### src/rtl/bitgen_datapath_ctrl.sv
// Serial thermometer-code generator: builds a WIDTH-bit word holding exactly N ones, one bit per clock.
// Optional BITGEN_MSB_FIRST_EN fills the ones from the MSB instead of the LSB.
module bitgen_datapath_ctrl #(
  parameter int WIDTH = 8,
  parameter int CW    = $clog2(WIDTH+1)+1
) (
  input  logic             clock,
  input  logic             reset,
  input  logic             start,
  input  logic [CW-1:0]    count_in,
  output logic [WIDTH-1:0] result,
  output logic             busy,
  output logic             done,
  output logic             error
);

  localparam logic [1:0] S_IDLE = 2'd0;
  localparam logic [1:0] S_FILL = 2'd1;
  localparam logic [1:0] S_DONE = 2'd2;

  localparam logic [CW-1:0] WIDTH_C = CW'(WIDTH);
  localparam logic [CW-1:0] ONE_C   = CW'(1);

  logic [1:0]    state;
  logic [CW-1:0] cnt;
  logic          over_range;

  assign over_range = (count_in > WIDTH_C);

  // NOTE: all state updates use non-blocking assignments so every register
  // samples the pre-edge values of the others, independent of statement order.
  always_ff @(posedge clock or posedge reset) begin
    if (reset) begin
      state  <= S_IDLE;
      cnt    <= '0;
      result <= '0;
      error  <= 1'b0;
    end else begin
      case (state)
        S_IDLE: begin
          if (start) begin
            state  <= S_FILL;
            cnt    <= over_range ? WIDTH_C : count_in;
            result <= '0;
            error  <= over_range;
          end
        end
        S_FILL: begin
          // cnt is clamped to WIDTH on entry, so the shift never wraps past a full word.
          if (cnt != '0) begin
`ifdef BITGEN_MSB_FIRST_EN
            result <= {1'b1, result[WIDTH-1:1]};
`else
            result <= {result[WIDTH-2:0], 1'b1};
`endif
            cnt    <= cnt - ONE_C;
          end else begin
            state <= S_DONE;
          end
        end
        S_DONE: begin
          // start must drop for one edge before a new request can be accepted.
          if (!start) state <= S_IDLE;
        end
        default: state <= S_IDLE;
      endcase
    end
  end

  assign busy = (state == S_FILL);
  assign done = (state == S_DONE);

endmodule

### config.mk
export PLATFORM = sky130hd
export DESIGN_NAME = bitgen_datapath_ctrl
export DESIGN_NICKNAME = d
export VERILOG_FILES = /design/src/rtl/bitgen_datapath_ctrl.sv
export SDC_FILE = /design/constraint.sdc
export NUM_CORES = 1
export LEC_CHECK = 0
export ABC_AREA = 1
export CORE_MARGIN = 10
export CORE_UTILIZATION = 40
export DETAILED_ROUTE_END_ITERATION = 7
export PLACE_DENSITY_LB_ADDON = 0.15
export SYNTH_ARGS = -nofsm -noshare
export SYNTH_HDL_FRONTEND = slang
export SYNTH_SLANG_ARGS = --single-unit
### constraint.sdc
create_clock -name clock -period 2.94 [get_ports clock]
set_clock_uncertainty 0.1 [all_clocks]
set_input_delay 0.441 -clock clock [delete_from_list [all_inputs] [get_ports clock]]
set_output_delay 0.441 -clock clock [all_outputs]
set_load 0.02 [all_outputs]
==> metrics.md <==
| Metric | Value |
|---|---|
| Status | complete, no violations |
| Routability cong. | 0.7536 |
| Placed cell areas | approximately 980 um^2 |
| Critical Path Source | state[1] |
| Reg2reg setup slack | around 1.4 ns |
| Max_slew headroom | 0.6091 |
| Clk network pwr share | 0.102 |
| Clock-pin slew of the registers on the worst-case setup and hold paths | 0.09 ns |
| Register bit total from synthesis | 16 |
| Crit path capture | busy |
| Worst R2R Path Depth | 7 |
| H-tree lvl count | 1 |
| Setup TNS | 0 ns |
| Post-route ant nets | 0 |
| Total global-route track usage | 0.09248 |
| Worst Path Arrival | ~1.6 ns |
| Worst-margin pin slew | between 0.5 and 0.6 ns |
| Core footprint | roughly 1900 um^2 |
| Overall die width | around 64 um |
| Mapped cell area | 789.5 um^2 |
| CTS buffer count | 3 |
| Chip height | roughly 64 um |
| CP Data Required Time | 2.40 ns |
| Static leakage power | 0.0005015 uW |
| # hold bufs at CTS | 0 |
| Synth Net Count | 106 |
| HPWL Detailed | around 1300 um |
| Register area share after synthesis | 0.5071 |
| Final setup fails | 0 |
| Synthesized area per cell | 8.139 um^2 |
| Layout cells sized above 1 | 0.07759 |
| Post-Syn Instances | 97 |
| Dpl ws | ~1.1 ns |
| Area grow syn2layout | 27.10% |
| Synth Warn # | 0 |
| Count of cell types in the netlist | 16 |
| Max Fclk | 0.4680 GHz |
| Die area | 4151 um^2 |
| Tcrit/Tclk final | 0.7267 |
| Initial Util | 0.4108 |
| Antenna diodes | 0 |
| Post CTS Setup Buffer Count | 0 |
| Longest Clk Path Bufs | 2 |
| Wire per inst | roughly 12 um |
| Final WS setup | approximately 0.8 ns |
| I/O pins | 19 |
| Cts repair resizes | 0 |
| Seq pwr share | 0.331 |
| Fin crit period | ~2.1 ns |
| Int Pwr | approximately 600 uW |
| Clock sinks | 16 |
| Routed WL | between 1500 and 2000 um |
| Via/cell ratio | 4.839 |
| Buffers on Ports | 18 |
| Drt initial violations | 19 |
| Sw frac | 0.4678 |
| # DRC | 0 |
| Initial antenna violation count | 0 |
| Crit Path Category | flip-flop to primary output |
| Fill count | 207 |
| Pre-Repair DR Iteration Count | 4 |
| Worst R2R End | result[5] |
| Hold Crit Class | flip-flop to flip-flop |
| Slew Limit Fails | 0 |
| Unrepaired setup endpoints after global routing | false |
| CP Capture Type | primary output |
| # rows | 16 |
| Crit-path max FO | 6 |
| TritonCTS clock tree | yes |
| Max Cap Viol | 0 |
| PwrDens | approximately 1100 nW/um^2 |
| Fin area | between 1000 and 1500 um^2 |
| Switching power | ~530 uW |
| Vias | 692 |
| Largest net degree at the start of global routing | 17 |
| Fin cells | approximately 140 |
| First-pass GRT wire length | 3132 um |
| Vias in the first global route | ~720 |
| Hold_sp | error |
| CP startpoint kind | flip-flop |
| Gr ovfl total | 0 |
| Placed Instances | 140 |
| Nets | between 100 and 150 |
| Hold Vio Cnt, Final | 0 |
| Clock Latency Late Sink | between 0.2 and 0.3 ns |
| Worst reg2reg path startpoint | cnt[0] |
| Clock root cell | clkbuf_4 |
| IR drop worst, VDD | 0.4819 mV |
| Share of total power in combinational logic | 0.567 |
==> routing by layer <==
layer / routed length [um] / GRT usage
met1: 705 / 0.09739
met3: 111 / 0.03265
met2: 860 / 0.1552
met4: 40 / 0.05615
met5: 0 / 0
==> cells by family after synthesis <==
family / Yosys count / share of synthesized area
fa+ha+maj: 1 / 0.01585
flops: 16 / 0.5071
compound gates: 9 / 0.06020
buf+inv: 15 / 0.09032
simple gates: 56 / 0.3265
==> stage by stage <==
| step | total power (uW) | hold WS [ns] | utilization |
|---|---|---|---|
| 3_5_place_dp | 1029 | 0.3917 | 0.5104 |
| 3_3_place_gp | 1014 | 0.3855 | 0.5104 |
| 2_1_floorplan | 847.2 | 0.2547 | - |
| 5_1_grt | 1256 | 0.4567 | 0.5221 |
| 4_1_cts | 1148 | 0.4142 | 0.5221 |
| 6_report | 1129 | 0.4124 | 0.5221 |
==> power groups by stage <==
| stage | registers, uW | clock network [uW] | logic [uW] |
|---|---|---|---|
| after detailed placement | 379 | 0 | 650 |
| after global routing | 386 | 131 | 740 |
| after global placement | 377 | 0 | 637 |
| after floorplan | 420 | 0 | 427 |
| after CTS | 375 | 118 | 655 |
| final | 374 | 116 | 640 |
==> synth_stat cells <==
master   count  area (um^2)
nand2_2      1        6.260
ha_1         1        12.51
dfrtp_1     16        400.4
nand2_1     29        108.9
o21ai_1      1        5.000
buf_8        1        15.01
nand2_4      2        22.52
o21ai_0      5        25.02
nor2_1       8        30.03
inv_1       12        45.04
o22ai_1      2        12.51
nand3_1     14        70.07
nand3_2      2        20.02
a21oi_1      1        5.000
inv_2        1        3.750
buf_4        1        7.510
==> sequential cells by signal, summed over array words and instances, names as in the netlist <==
| signal | flops |
|---|---|
| result | 8 |
| error | 1 |
| cnt | 5 |
| state | 2 |
==> area by class of cell <==
class / count / area [um^2] / area share
Sequential cell: 16 / 400.4 / 0.3990
Inverter: 13 / 48.80 / 0.04863
Multi-Input combinational cell: 66 / 317.8 / 0.3167
Clock buffer: 3 / 22.52 / 0.02244
Timing Repair Buffer: 18 / 180.2 / 0.1796
Tap cell: 27 / 33.78 / 0.03367
==> worst max-delay path, cell delays in order (launching register included) <==
cell and delay (ns):
dfrtp_1 0.39, inv_1 0.08, nand2_2 0.10, inv_2 0.12, clkdlybuf4s50_1 0.62
==> worst min path at each step <==
stage               endpoint  slack (ns)  cells past startpoint
floorplan             cnt[0]        0.25                      1
global placement       error        0.39                      2
detailed placement     error        0.39                      2
CTS                    error        0.41                      2
global route          cnt[4]        0.46                      2
finish                 error        0.41                      2
==> cells in the final DEF (no fill, tap or decap) <==
cell type / count
nand2_1: 29
clkdlybuf4s50_1: 18
dfrtp_1: 16
nand3_1: 14
inv_1: 12
nor2_1: 8
o21ai_0: 5
clkbuf_4: 3
nand3_2: 2
nand2_4: 2
o22ai_1: 2
nand2_2: 1
inv_2: 1
o21ai_1: 1
a21oi_1: 1
ha_1: 1
(Power assumes the default switching activity.)
